### src/rtl/demux_stream_1xn_pkg.sv
// demux_stream_pkg: FSM states and drop-counter constants for the stream demux
package demux_stream_pkg;
  typedef enum logic {IDLE, PKT} state_t;
  localparam int DROP_CNT_W = 8;
  localparam logic [DROP_CNT_W-1:0] DROP_CNT_MAX = '1;
  function automatic logic [DROP_CNT_W-1:0] sat_inc(input logic [DROP_CNT_W-1:0] c);
    return (c == DROP_CNT_MAX) ? c : c + 1'b1;
  endfunction
endpackage

### src/rtl/demux_stream_1xn_if.sv
// demux_stream_1xn_if: upstream beat, per-output streams and drop status
interface demux_stream_1xn_if
  import demux_stream_pkg::*;
#(
  parameter int DATA_W = 8,
  parameter int N_OUT  = 4,
  parameter int SEL_W  = $clog2(N_OUT)
) ();
  logic [DATA_W-1:0]       in_data;
  logic                    in_valid;
  logic                    in_last;
  logic [SEL_W-1:0]        s;
  logic                    in_ready;
  logic [N_OUT*DATA_W-1:0] y_data;
  logic [N_OUT-1:0]        y_last;
  logic [N_OUT-1:0]        y_valid;
  logic [N_OUT-1:0]        y_ready;
  logic                    err_sel;
  logic [DROP_CNT_W-1:0]   drop_cnt;
  modport master (
    output in_data, in_valid, in_last, s, y_ready,
    input  in_ready, y_data, y_last, y_valid, err_sel, drop_cnt
  );
  modport slave (
    input  in_data, in_valid, in_last, s, y_ready,
    output in_ready, y_data, y_last, y_valid, err_sel, drop_cnt
  );
endinterface

### src/rtl/demux_stream_1xn_slice.sv
// demux_out_slice: one-entry output register; a load wins over a same-cycle drain
module demux_out_slice #(
  parameter int DATA_W = 8
) (
  input  logic              clk,
  input  logic              rst_n,
  input  logic              load,
  input  logic [DATA_W-1:0] in_data,
  input  logic              in_last,
  input  logic              ready,
  output logic [DATA_W-1:0] data,
  output logic              last,
  output logic              valid
);
  always_ff @(posedge clk or negedge rst_n) begin
    if (!rst_n) begin
      data  <= '0;
      last  <= 1'b0;
      valid <= 1'b0;
    end else if (load) begin
      data  <= in_data;
      last  <= in_last;
      valid <= 1'b1;
    end else if (ready) begin
      valid <= 1'b0;
    end
  end
endmodule

### src/rtl/demux_stream_1xn.sv
// demux_stream_1xn: registered 1-to-N packet demux; out-of-range packets are dropped and counted
module demux_stream_1xn
  import demux_stream_pkg::*;
#(
  parameter int DATA_W = 8,
  parameter int N_OUT  = 4,
  parameter int SEL_W  = $clog2(N_OUT)
) (
  input logic              clk,
  input logic              rst_n,
  demux_stream_1xn_if.slave bus
);
  localparam int N_SEL = 2 ** SEL_W;
  state_t                state_q, state_d;
  logic [SEL_W-1:0]      sel_q, tgt;
  logic [N_SEL-1:0]      free, in_range;
  logic                  acc, drop, err_q;
  logic [DROP_CNT_W-1:0] cnt_q;
  assign tgt          = (state_q == PKT) ? sel_q : bus.s;
  assign bus.in_ready = free[tgt];
  assign acc          = bus.in_valid && bus.in_ready;
  assign drop         = acc && !in_range[tgt];
  assign bus.err_sel  = err_q;
  assign bus.drop_cnt = cnt_q;
  // Select codes past N_OUT map to an always-free sink so dropped packets never stall
  for (genvar i = 0; i < N_SEL; i++) begin : g_sel
    if (i < N_OUT) begin : g_out
      assign in_range[i] = 1'b1;
      assign free[i]     = !bus.y_valid[i] || bus.y_ready[i];
      demux_out_slice #(.DATA_W(DATA_W)) u_slice (
        .clk,
        .rst_n,
        .load   (acc && tgt == SEL_W'(i)),
        .in_data(bus.in_data),
        .in_last(bus.in_last),
        .ready  (bus.y_ready[i]),
        .data   (bus.y_data[i*DATA_W +: DATA_W]),
        .last   (bus.y_last[i]),
        .valid  (bus.y_valid[i])
      );
    end else begin : g_void
      assign in_range[i] = 1'b0;
      assign free[i]     = 1'b1;
    end
  end
  always_comb begin
    state_d = state_q;
    if (acc) state_d = bus.in_last ? IDLE : PKT;
  end
  always_ff @(posedge clk or negedge rst_n) begin
    if (!rst_n) begin
      state_q <= IDLE;
      sel_q   <= '0;
    end else begin
      state_q <= state_d;
      if (acc && state_q == IDLE) sel_q <= bus.s;
    end
  end
  always_ff @(posedge clk or negedge rst_n) begin
    if (!rst_n) begin
      err_q <= 1'b0;
      cnt_q <= '0;
    end else begin
      err_q <= drop && state_q == IDLE;
      if (drop) cnt_q <= sat_inc(cnt_q);
    end
  end
endmodule

### src/flat_wrapper.sv
// flat-port wrapper written by rule: the top's interface ports become plain ports
module demux_stream_1xn_flat import demux_stream_pkg::*;
#(
  parameter int DATA_W = 8,
  parameter int N_OUT  = 4,
  parameter int SEL_W  = $clog2(N_OUT)
)
  (clk, rst_n, bus_in_data, bus_in_valid, bus_in_last, bus_s, bus_y_ready, bus_in_ready, bus_y_data, bus_y_last, bus_y_valid, bus_err_sel, bus_drop_cnt);
  demux_stream_1xn_if #(.DATA_W(DATA_W), .N_OUT(N_OUT), .SEL_W(SEL_W)) bus_i ();
  input logic clk;
  input logic rst_n;
  input wire logic [$bits(bus_i.in_data)-1:0] bus_in_data;
  input wire logic [$bits(bus_i.in_valid)-1:0] bus_in_valid;
  input wire logic [$bits(bus_i.in_last)-1:0] bus_in_last;
  input wire logic [$bits(bus_i.s)-1:0] bus_s;
  input wire logic [$bits(bus_i.y_ready)-1:0] bus_y_ready;
  output wire logic [$bits(bus_i.in_ready)-1:0] bus_in_ready;
  output wire logic [$bits(bus_i.y_data)-1:0] bus_y_data;
  output wire logic [$bits(bus_i.y_last)-1:0] bus_y_last;
  output wire logic [$bits(bus_i.y_valid)-1:0] bus_y_valid;
  output wire logic [$bits(bus_i.err_sel)-1:0] bus_err_sel;
  output wire logic [$bits(bus_i.drop_cnt)-1:0] bus_drop_cnt;
  assign bus_i.in_data = bus_in_data;
  assign bus_i.in_valid = bus_in_valid;
  assign bus_i.in_last = bus_in_last;
  assign bus_i.s = bus_s;
  assign bus_i.y_ready = bus_y_ready;
  assign bus_in_ready = bus_i.in_ready;
  assign bus_y_data = bus_i.y_data;
  assign bus_y_last = bus_i.y_last;
  assign bus_y_valid = bus_i.y_valid;
  assign bus_err_sel = bus_i.err_sel;
  assign bus_drop_cnt = bus_i.drop_cnt;
  demux_stream_1xn #(.DATA_W(DATA_W), .N_OUT(N_OUT), .SEL_W(SEL_W)) u_core (.clk(clk), .rst_n(rst_n), .bus(bus_i));
endmodule
### config.mk
export PLATFORM = sky130hd
export DESIGN_NAME = demux_stream_1xn_flat
export DESIGN_NICKNAME = d
export VERILOG_FILES = /design/src/rtl/demux_stream_1xn_pkg.sv /design/src/rtl/demux_stream_1xn_if.sv /design/src/rtl/demux_stream_1xn_slice.sv /design/src/rtl/demux_stream_1xn.sv /design/src/flat_wrapper.sv
export SDC_FILE = /design/constraint.sdc
export NUM_CORES = 1
export LEC_CHECK = 0
export BUFFER_PORTS_ARGS = -buffer_cell sky130_fd_sc_hd__buf_2
export CORE_AREA = 2 2 73 68
export DETAILED_ROUTE_END_ITERATION = 16
export DIE_AREA = 0 0 75 70
export PLACE_DENSITY = 0.73
export SLEW_MARGIN = 20
export SYNTH_ARGS = -nofsm -noshare
export SYNTH_HDL_FRONTEND = slang
export SYNTH_SLANG_ARGS = --single-unit
### constraint.sdc
create_clock -name clk -period 2 [get_ports clk]
set_input_delay 0.2 -clock clk [delete_from_list [all_inputs] [get_ports clk]]
set_output_delay 0.2 -clock clk [all_outputs]
set_load 0.01 [all_outputs]
==> run metrics, run 1 <==
status=finished with violations; violated checks=setup timing; final setup fails=37; fillers=404; starting density of the core=0.418; startpoint class of the critical path=flop; Crit path largest cell delay=0.41 ns; fin nets=between 200 and 250; detailed placement HPWL=around 2800 um; mapped cell area=1920 sq um; Area Growth Syn to Fin=33.9%; VDD IR max=roughly 0.81 mV; CTS root buf=clkbuf_8; maxcap violations=0; die area=5250 sq um; Die W=75 um; Rows=24; highest clock rate=0.482 GHz; GRT Total Usage=0.161; remaining global-route overflow=0; initial antenna violation count=0; predominant post-synthesis flop cell=dfrtp_1; CP arrival=2.25 ns; register area share after synthesis=0.560; Slew HR=0.645; clk buf depth=2; final hold vios=0; RSZ-0062 raised after global routing=true; asr flop ratio synth=1.00; standard cell core area=roughly 4600 sq um; worst path bufs/invs=1; clk slew on worst S/H paths=around 0.07 ns; fin util=0.560; vias per cell=4.62; FF-to-FF Start=u_core.state_q$_DFFE_PN0P_; Total Wirelength=4000 um; fin crit share=1.04; antenna cells=0; via count=1239; Worst Hold Launch=bus_in_last; Final Critical Period=2.08 ns; Unique masters post-synth=28; number of CTS-inserted buffers=5; first drt pass iteration count=4; Post-Place Cells=256; vias in the first global route=1275; clk_lat worst skew=approximately 0.29 ns; share of cells above drive strength 1=0.640; Starting DRT DRC Count=44; CP Class=flop to flop; CP required=approximately 2.2 ns; DRC=0; cells along the critical path=and3b_4, o211a_1, a2111oi_4, and3_4, buf_6, mux2_2; routability cong.=0.716; non-filler cells, final=268; Critical Path Start=u_core.state_q$_DFFE_PN0P_; TritonCTS clock tree=done; Worst Tran Pin Value=0.532 ns; Yosys warning total=0; # IOs=68; Clock Sinks=43; Antenna Nets Post-Route=0; Post-Synthesis Cells=134; largest net degree at the start of global routing=44; Port-buffer cells=58; Slew Limit Fails=0; worst clock skew=~0.0054 ns; Pwr per Cell Area=1590 nW/um^2; Max FO, Critical Path=6; Routed WL per cell=14.9 um; Top Family by Delay on Critical Path=compound AO/OA/AOI/OAI gates; syn avg cell area=14.3 sq um; Post-synth EDFFs=0; Critical Path Slowest Stage Cell=dfrtp_2; Hold WC Path Type=primary input to flop; min setup slack post-route=-0.0768 ns; htree depth=2; Lkg Pwr=1.30 nW; Die H=70 um; FF+latch count, synth=43; Critical Path End Type=flop; first-pass GRT wire length=6410 um
flip-flops by register name, indices dropped and copies added, names as in the netlist:
register and flops:
u_core.g_sel.g_out.u_slice.valid 4, u_core.g_sel.g_out.u_slice.last 4, u_core.sel_q 2, u_core.g_sel.g_out.u_slice.data 32, u_core.state_q 1
cell usage after synthesis, types with 2 or more instances:
| master | number | area share |
|---|---|---|
| a21bo_2 | 2 | 0.010 |
| buf_6 | 4 | 0.023 |
| a21oi_1 | 2 | 0.0052 |
| dfrtp_1 | 43 | 0.56 |
| mux2_2 | 36 | 0.21 |
| o211a_1 | 2 | 0.010 |
| and2_1 | 2 | 0.0065 |
| buf_4 | 18 | 0.070 |
| inv_1 | 2 | 0.0039 |
| a21boi_0 | 2 | 0.0078 |
| nand3b_1 | 2 | 0.0078 |
| nand2b_1 | 2 | 0.0065 |
| mux2_1 | 2 | 0.012 |
repair_timing:
| action | 4_1_cts | 5_1_grt |
|---|---|---|
| endpoints found under the hold margin | 43 | 0 |
| hold buffers | 1 | 0 |
| pin swaps | 4 | 4 |
| gates resized for setup | 22 | 13 |
| setup buffers | 5 | 0 |
| endpoints found under the setup margin | 37 | 40 |
final cells by class:
class                   count  area, sq um  area share
clock buffers               6         72.6      0.0282
well taps                  65         81.3      0.0316
repair buffers             76          472       0.183
clock inverters             1         30.0      0.0117
flip-flops and latches     43         1080       0.419
multi-input cells          75          833       0.324
inverters                   2         7.51     0.00292
metrics by stage:
step           cell area, sq um  setup TNS, ns  setup WS, ns  total power, W  hold WS, ns
2_1_floorplan              2010          -4.47        -0.138         0.00264      -0.0956
3_3_place_gp               2290        -0.0924       -0.0149         0.00314        0.308
3_5_place_dp               2290          -1.62       -0.0773         0.00318        0.305
4_1_cts                    2530          -1.63       -0.0707         0.00404        0.145
5_1_grt                    2570          -5.68        -0.185         0.00435        0.150
6_report                   2570          -1.64       -0.0768         0.00409        0.151
power by group:
group	switching [W]	leakage [nW]	internal, W
Combinational	0.000764	0.735	0.00114
Sequential	0.000249	0.513	0.00130
Clock	0.000274	0.0513	0.000366
Total	0.00129	1.30	0.00281
layer usage:
layer	track usage	wire length, um
met1	0.225	1830
met3	0.0390	212
met4	0.0476	25
met5	0	0
met2	0.249	1940
final timing paths:
path | end | slack, ns | cells after the start
max in group asynchronous | u_core.state_q$_DFFE_PN0P_ | 1.11 | 3
min reg2reg | u_core.g_sel[0].g_out.u_slice.data[6]$_DFFE_PN0P_ | 0.51 | 1
min | u_core.state_q$_DFFE_PN0P_ | 0.15 | 2
max | u_core.g_sel[2].g_out.u_slice.data[6]$_DFFE_PN0P_ | -0.08 | 6
min in group asynchronous | u_core.g_sel[3].g_out.u_slice.data[6]$_DFFE_PN0P_ | 0.51 | 3
max reg2reg | u_core.g_sel[2].g_out.u_slice.data[6]$_DFFE_PN0P_ | -0.08 | 6
layout by cell type (no fill, tap or decap), types with 5 or more instances in the layout:
cell and n:
clkbuf_8 5, buf_6 7, buf_2 57, mux2_4 32, conb_1 9, buf_4 9
dfrtp_1 42, mux2_2 6
worst register-to-register path: cells and delay by family (launching register included):
kind                   cells  cell delay [ns]
AOI/OAI and AO/OA          2             0.63
buffers and inverters      1             0.12
and+or+nand+nor            2             0.48
muxes                      1             0.33
DFF                        1             0.41
cells by family (layout without fill, tap and decap cells):
| group | count (synthesis) | after routing | synth area share |
|---|---|---|---|
| mux | 38 | 38 | 0.223 |
| simple gates | 15 | 15 | 0.0534 |
| compound gates | 13 | 13 | 0.0645 |
| flops | 43 | 43 | 0.560 |
| buf+inv | 24 | 85 | 0.0977 |
| other cells | 1 | 9 | 0.00195 |
No activity file was read; power rests on OpenSTA's default activity.
==> run 2, diff against run 1 <==
--- a/config.mk
+++ b/config.mk
@@ -6,11 +6,13 @@
 export NUM_CORES = 1
 export LEC_CHECK = 0
 export BUFFER_PORTS_ARGS = -buffer_cell sky130_fd_sc_hd__buf_2
-export CORE_AREA = 2 2 73 68
+export CORE_AREA = 2 2 72 67
+export CTS_BUF_LIST = sky130_fd_sc_hd__clkbuf_4 sky130_fd_sc_hd__clkbuf_8
 export DETAILED_ROUTE_END_ITERATION = 16
-export DIE_AREA = 0 0 75 70
-export PLACE_DENSITY = 0.73
+export DIE_AREA = 0 0 74 69
+export PLACE_DENSITY = 0.77
 export SLEW_MARGIN = 20
 export SYNTH_ARGS = -nofsm -noshare
 export SYNTH_HDL_FRONTEND = slang
+export SYNTH_HIERARCHICAL = 1
 export SYNTH_SLANG_ARGS = --single-unit
==> run 2 against run 1 <==
Against the previous run: the flow now finishes without violations; clock power decreased by 5.5%; cell area decreased by 0.78%; clock skew decreased by 0.0014 ns; worst hold slack improved by 0.012 ns; area after synthesis increased by 3.7%; register-to-register slack improved by 0.16 ns; maximum frequency increased by 5.9%; critical path type is now flop to output pin; largest power group unchanged.
==> run metrics, run 2 <==
status=complete, no violations; clk buf depth=2 (unchanged); asr flop ratio synth=1.00 (unchanged); Synth area leader=dfrtp_1; min setup slack post-route=0.0396 ns (+0.116 ns); Unique masters post-synth=19 (-32%); Largest regs=u_core/g_sel.g_out.u_slice/data (32), u_core/g_sel.g_out.u_slice/last (4), u_core/g_sel.g_out.u_slice/valid (4); Port-buffer cells=58 (unchanged); Area Growth Syn to Fin=28.1%; Starting DRT DRC Count=50 (+14%); startpoint class of the critical path=flop; Tot Pwr=0.00427 W (+4.3%); clk_lat worst skew=0.29 ns (about the same); Antenna Nets Post-Route=0 (unchanged); Worst Tran Pin Value=0.691 ns (+0.159 ns); DRC=0 (unchanged); final hold vios=0 (unchanged); standard cell core area=4350 sq um (-5.4%); placed cell areas=2400 sq um (+4.5%); share of cells above drive strength 1=0.638 (-0.00271); Finished Cell Area=2550 sq um (-0.78%); Die H=69 um (-1.4%); routability cong.=0.808 (+13%); fin crit share=0.980 (-0.0582); clk slew on worst S/H paths=0.08 ns (about the same); Slew HR=0.538 (-0.107); vias in the first global route=1234 (-3.2%); CP arrival=1.76 ns (-0.49 ns); Rows=23 (-4.2%); FF+latch count, synth=43 (unchanged); antenna cells=0 (unchanged); CTS root buf=clkbuf_8; Final Critical Period=1.96 ns (-0.116 ns); CP Class=flop to output pin; worst clock skew=0.00396 ns (-0.00143 ns); largest net degree at the start of global routing=44 (unchanged); fillers=336 (-17%); GRT Total Usage=0.168 (+0.00640); fin util=0.588 (+0.0275); Routed WL per cell=14.8 um (-0.94%); remaining global-route overflow=0 (unchanged); htree depth=2 (unchanged); final hold slack=0.163 ns (+0.0121 ns); vias per cell=4.71 (+2.0%); starting density of the core=0.459 (+0.0404); most frequent cells in the layout=58 x buf_2, 43 x dfrtp_1, 39 x mux2_4; register area share after synthesis=0.540 (-0.0200); Biggest register=u_core/g_sel.g_out.u_slice/data; worst slack, placed=-0.131 ns (-0.0542 ns); via count=1268 (+2.3%); max FFs per register=32 (unchanged); Total Wirelength=3980 um (-0.57%); die area=5110 sq um (-2.7%); most common cell in the netlist=dfrtp_1; Pwr per Cell Area=1670 nW/um^2 (+5.1%); fin nets=224 (+1.4%); initial antenna violation count=0 (unchanged); Hold WC Path Type=primary input to flop; Clock Sinks=43 (unchanged); Critical Path End Type=output pin; R2R Setup Slk=0.08 ns (+0.16 ns); Slew Limit Fails=0 (unchanged); maxcap violations=0 (unchanged); Post-synth EDFFs=0 (unchanged); CP required=1.80 ns (-0.37 ns); VDD IR max=0.862 mV (+6.2%); first-pass GRT wire length=6480 um (+1.1%); detailed placement HPWL=2840 um (+2.4%); Synth area leaders=dfrtp_1 54%, mux2_4 29%, buf_4 3.4%; number of CTS-inserted buffers=5 (unchanged); commonest cells in the netlist=43 x dfrtp_1, 39 x mux2_4, 9 x buf_4; highest clock rate=0.510 GHz (+5.9%); syn avg cell area=15.6 sq um (+8.6%); # IOs=68 (unchanged); predominant post-synthesis flop cell=dfrtp_1; first drt pass iteration count=4 (unchanged); Max FO, Critical Path=4 (-2); RSZ-0062 raised after global routing=true; Post-Synthesis Cells=128 (-4.5%); Lkg Pwr=1.33 nW (+2.1%); commonest non-fill, non-tap cell in the layout=buf_2; Yosys warning total=6 (+6); area share of the largest cell type after synthesis=0.540 (-0.0200); mapped cell area=1990 sq um (+3.7%); TritonCTS clock tree=done; Die W=74 um (-1.3%); final setup fails=0 (-100%)
-- run 2: cell types whose count changed after synthesis, moves of 2 or more --
cell / previous run / this run
mux2_2: 36 / 0
buf_4: 18 / 9
o211a_1: 2 / 0
inv_1: 2 / 5
a21boi_0: 2 / 0
mux2_4: 0 / 39
a21oi_1: 2 / 0
a21o_2: 0 / 4
nor2b_1: 1 / 4
and2_1: 2 / 0
nor3_1: 0 / 4
nand3b_1: 2 / 0
mux2i_1: 0 / 4
-- run 2: through the flow --
stage | setup TNS [ns] | instances
after global routing | -0.0225 | 269
after detailed placement | -1.14 | 256
after CTS | 0 | 266
after floorplan | 0 | 136
after global placement | -0.605 | 256
final | 0 | 269
-- run 2: path summary, 6_finish.rpt --
kind,start,to,cells past startpoint
max,u_core/state_q$_DFFE_PN0P_,bus_in_ready,5
min,bus_s[1],u_core/sel_q[1]$_DFFE_PN0P_,2
max reg2reg,u_core/state_q$_DFFE_PN0P_,u_core/sel_q[0]$_DFFE_PN0P_,6
min reg2reg,u_core/g_sel[1].g_out.u_slice/data[6]$_DFFE_PN0P_,u_core/g_sel[1].g_out.u_slice/data[6]$_DFFE_PN0P_,1
max in group asynchronous,rst_n,u_core/g_sel[1].g_out.u_slice/data[6]$_DFFE_PN0P_,3
min in group asynchronous,rst_n,u_core/g_sel[1].g_out.u_slice/data[1]$_DFFE_PN0P_,3
-- run 2: power by group --
part           switching, W  total [W]  internal [W]
sequential         0.000266    0.00158       0.00132
combinational      0.000846    0.00208       0.00124
clock              0.000276   0.000605      0.000329
total               0.00139    0.00427       0.00288
-- run 2: layout make-up --
cell class / count / area, sq um / share of cell area
tap: 62 / 77.6 / 0.0304
timing repair buffer: 76 / 435 / 0.171
sequential: 43 / 1080 / 0.421
clock buffer: 8 / 104 / 0.0407
multi-input combinational: 75 / 842 / 0.330
inverter: 5 / 18.8 / 0.00735
-- run 2: logic make-up after synthesis --
family | Yosys count | synth area share
buffers and inverters | 18 | 0.0659
AO/OA/AOI/OAI | 9 | 0.0383
multiplexers | 44 | 0.320
flip-flops | 43 | 0.540
other | 1 | 0.00188
AND/OR/NAND/NOR | 13 | 0.0345
-- run 2: repair_timing --
action	4_1_cts	5_1_grt
endpoints found under the setup margin	11	9
gates cloned	0	0
setup buffers	1	3
hold endpoints to repair	43	0
gates resized for setup	1	2
hold buffers	1	0
-- run 2: critical path, stage by stage (launching register included) --
cell,delay (ns)
dfrtp_1,0.40
mux2_4,0.33
buf_6,0.13
mux2_4,0.31
mux2i_1,0.15
buf_2,0.15
-- run 2: metal layers --
layer	vias to the layer above	share of wire	global-route usage
met3	7	0.059	0.0439
met1	633	0.46	0.246
met2	47	0.46	0.233
met5	-	0	0
li1	581	-	-
met4	0	0.018	0.0687
==> run 3, diff against run 2 <==
--- a/config.mk
+++ b/config.mk
@@ -6,11 +6,11 @@
 export NUM_CORES = 1
 export LEC_CHECK = 0
 export BUFFER_PORTS_ARGS = -buffer_cell sky130_fd_sc_hd__buf_2
-export CORE_AREA = 2 2 72 67
+export CORE_AREA = 2 2 69 64
 export CTS_BUF_LIST = sky130_fd_sc_hd__clkbuf_4 sky130_fd_sc_hd__clkbuf_8
 export DETAILED_ROUTE_END_ITERATION = 16
-export DIE_AREA = 0 0 74 69
-export PLACE_DENSITY = 0.77
+export DIE_AREA = 0 0 71 66
+export PLACE_DENSITY = 0.8
 export SLEW_MARGIN = 20
 export SYNTH_ARGS = -nofsm -noshare
 export SYNTH_HDL_FRONTEND = slang
==> constraint.sdc (replaced) <==
create_clock -name clk -period 2.2 [get_ports clk]
set_input_delay 0.22 -clock clk [delete_from_list [all_inputs] [get_ports clk]]
set_output_delay 0.22 -clock clk [all_outputs]
set_load 0.01 [all_outputs]
==> run 3 against run 2 <==
Against the previous run: worst hold slack gained 0.025 ns; cell count fell by 8.9%; sequential power decreased by 8%; critical endpoint is now u_core/g_sel[2].g_out.u_slice/last$_DFFE_PN0P_; sequential cell count did not move; via count decreased by 7.1%; critical path depth did not move; die area fell by 8.2%; clock power decreased by 9.8%; utilization grew 2.7 points; sequential share of layout area is 1.7 points higher.
==> run metrics, run 3 (synthesis gave the netlist of run 2 again) <==
placed cell areas=2330 sq um (-2.6%); Clock Sinks=43 (unchanged); antenna cells=0 (unchanged); starting density of the core=0.499 (+0.0407); via count=1178 (-7.1%); standard cell core area=3990 sq um (-8.1%); Starting DRT DRC Count=38 (-24%); Biggest register=u_core/g_sel.g_out.u_slice/data; most frequent cells in the layout=58 x buf_2, 43 x dfrtp_1, 39 x mux2_4; Hold WC Path Type=primary input to flop; Pwr per Cell Area=1530 nW/um^2 (-8.8%); Finished Cell Area=2450 sq um (-3.9%); remaining global-route overflow=0 (unchanged); htree depth=2 (unchanged); clk_lat worst skew=0.28 ns (about the same); Worst Tran Pin Value=0.540 ns (-0.151 ns); commonest non-fill, non-tap cell in the layout=buf_2; maxcap violations=0 (unchanged); highest clock rate=0.508 GHz; Antenna Nets Post-Route=0 (unchanged); clk slew on worst S/H paths=0.08 ns (about the same); final hold slack=0.188 ns (+0.0252 ns); Final Critical Period=a little under 2 ns; Max FO, Critical Path=6 (+2); detailed placement HPWL=2840 um (about the same); routability cong.=0.805 (-0.28%); initial antenna violation count=0 (unchanged); Slew Limit Fails=0 (unchanged); Rows=22 (-4.3%); TritonCTS clock tree=done; Final TNS setup=0 ns (unchanged); worst clock skew=0.00480 ns (+0.000840 ns); Largest regs=u_core/g_sel.g_out.u_slice/data (32), u_core/g_sel.g_out.u_slice/last (4), u_core/g_sel.g_out.u_slice/valid (4); Die H=66 um (-4.3%); number of CTS-inserted buffers=5 (unchanged); Total Wirelength=3790 um (-4.8%); fin util=0.615 (+0.0271); startpoint class of the critical path=flop; first-pass GRT wire length=6310 um (-2.7%); Routed WL per cell=15.5 um (+4.5%); final hold vios=0 (unchanged); Slew HR=0.640 (+0.102); GRT Total Usage=0.179 (+0.0117); CP Class=flop to flop; CTS root buf=clkbuf_8; max FFs per register=32 (unchanged); first drt pass iteration count=4 (unchanged); DRC=0 (unchanged); Critical Path End Type=flop; fin crit share=0.895; largest net degree at the start of global routing=26 (-41%); die area=4690 sq um (-8.2%); status=complete, no violations; CP required=2.37 ns (+0.57 ns); final setup fails=0 (unchanged); fin nets=214 (-4.5%); RSZ-0062 raised after global routing=false; VDD IR max=0.781 mV (-9.5%); Area Growth Syn to Fin=23.1%; vias in the first global route=1242 (+0.65%); vias per cell=4.81 (+2.0%); Lkg Pwr=1.28 nW (-3.9%); share of cells above drive strength 1=0.619 (-0.0184); Port-buffer cells=58 (unchanged); # IOs=68 (unchanged); clk buf depth=2 (unchanged); Die W=71 um (-4.1%); CP arrival=2.14 ns (+0.38 ns)
==> run 3: changes by cell type in the layout (fill, tap and decap cells not counted) <==
cell	before	now
buf_4	15	7
buf_6	2	0
==> run 3: repair_timing <==
action                     4_1_cts  5_1_grt
buffers inserted                 0        0
hold endpoints to repair        23        0
hold buffers                     1        0
setup endpoints to repair        0        5
resized for setup                0        1
==> run 3: final cells by class <==
| class | instances | area, sq um |
|---|---|---|
| Clock buffer | 8 | 104 |
| Fill cell | 291 | 1540 |
| Inverter | 5 | 18.8 |
| Multi-Input combinational cell | 75 | 842 |
| Sequential cell | 43 | 1080 |
| Tap cell | 48 | 60.1 |
| Timing Repair Buffer | 66 | 353 |
==> run 3: per-layer routing <==
metal / track usage / routed length, um
met3: 0.0610 / 251
met2: 0.257 / 1710
met4: 0.0495 / 27
met1: 0.260 / 1800
met5: 0 / 0
==> run 3: worst max-delay path: stages, from the launching register on <==
cell	delay [ns]
dfrtp_1	0.45
mux2i_1	0.21
nand2b_1	0.27
nor3_4	0.37
buf_4	0.24
mux2_4	0.31
==> run 3: through the flow <==
step                power [W]  std cells  worst slack (ns)
floorplan             0.00261        136             0.530
global placement      0.00316        236             0.172
detailed placement    0.00320        236            0.0814
CTS                   0.00377        245            0.0546
global route          0.00397        245             0.138
finish                0.00374        245             0.231
==> run 3: power breakdown <==
| part | switching (W) | total, W | leakage, nW | internal (W) |
|---|---|---|---|---|
| sequential | 0.000260 | 0.00146 | 0.513 | 0.00120 |
| combinational | 0.000721 | 0.00174 | 0.708 | 0.00102 |
| clock | 0.000247 | 0.000546 | 0.0549 | 0.000299 |
==> run 3: path summary, 6_finish.rpt <==
check / from / to / slack [ns] / cells past startpoint
worst max-delay path: u_core/state_q$_DFFE_PN0P_ / u_core/g_sel[2].g_out.u_slice/last$_DFFE_PN0P_ / 0.23 / 5
worst min-delay path: bus_s[1] / u_core/sel_q[1]$_DFFE_PN0P_ / 0.19 / 2
worst max register to register: u_core/state_q$_DFFE_PN0P_ / u_core/g_sel[2].g_out.u_slice/last$_DFFE_PN0P_ / 0.23 / 5
worst min register to register: u_core/g_sel[3].g_out.u_slice/valid$_DFFE_PN0P_ / u_core/g_sel[3].g_out.u_slice/valid$_DFFE_PN0P_ / 0.51 / 1
max in group asynchronous: rst_n / u_core/g_sel[0].g_out.u_slice/data[1]$_DFFE_PN0P_ / 1.19 / 3
min in group asynchronous: rst_n / u_core/state_q$_DFFE_PN0P_ / 0.45 / 2
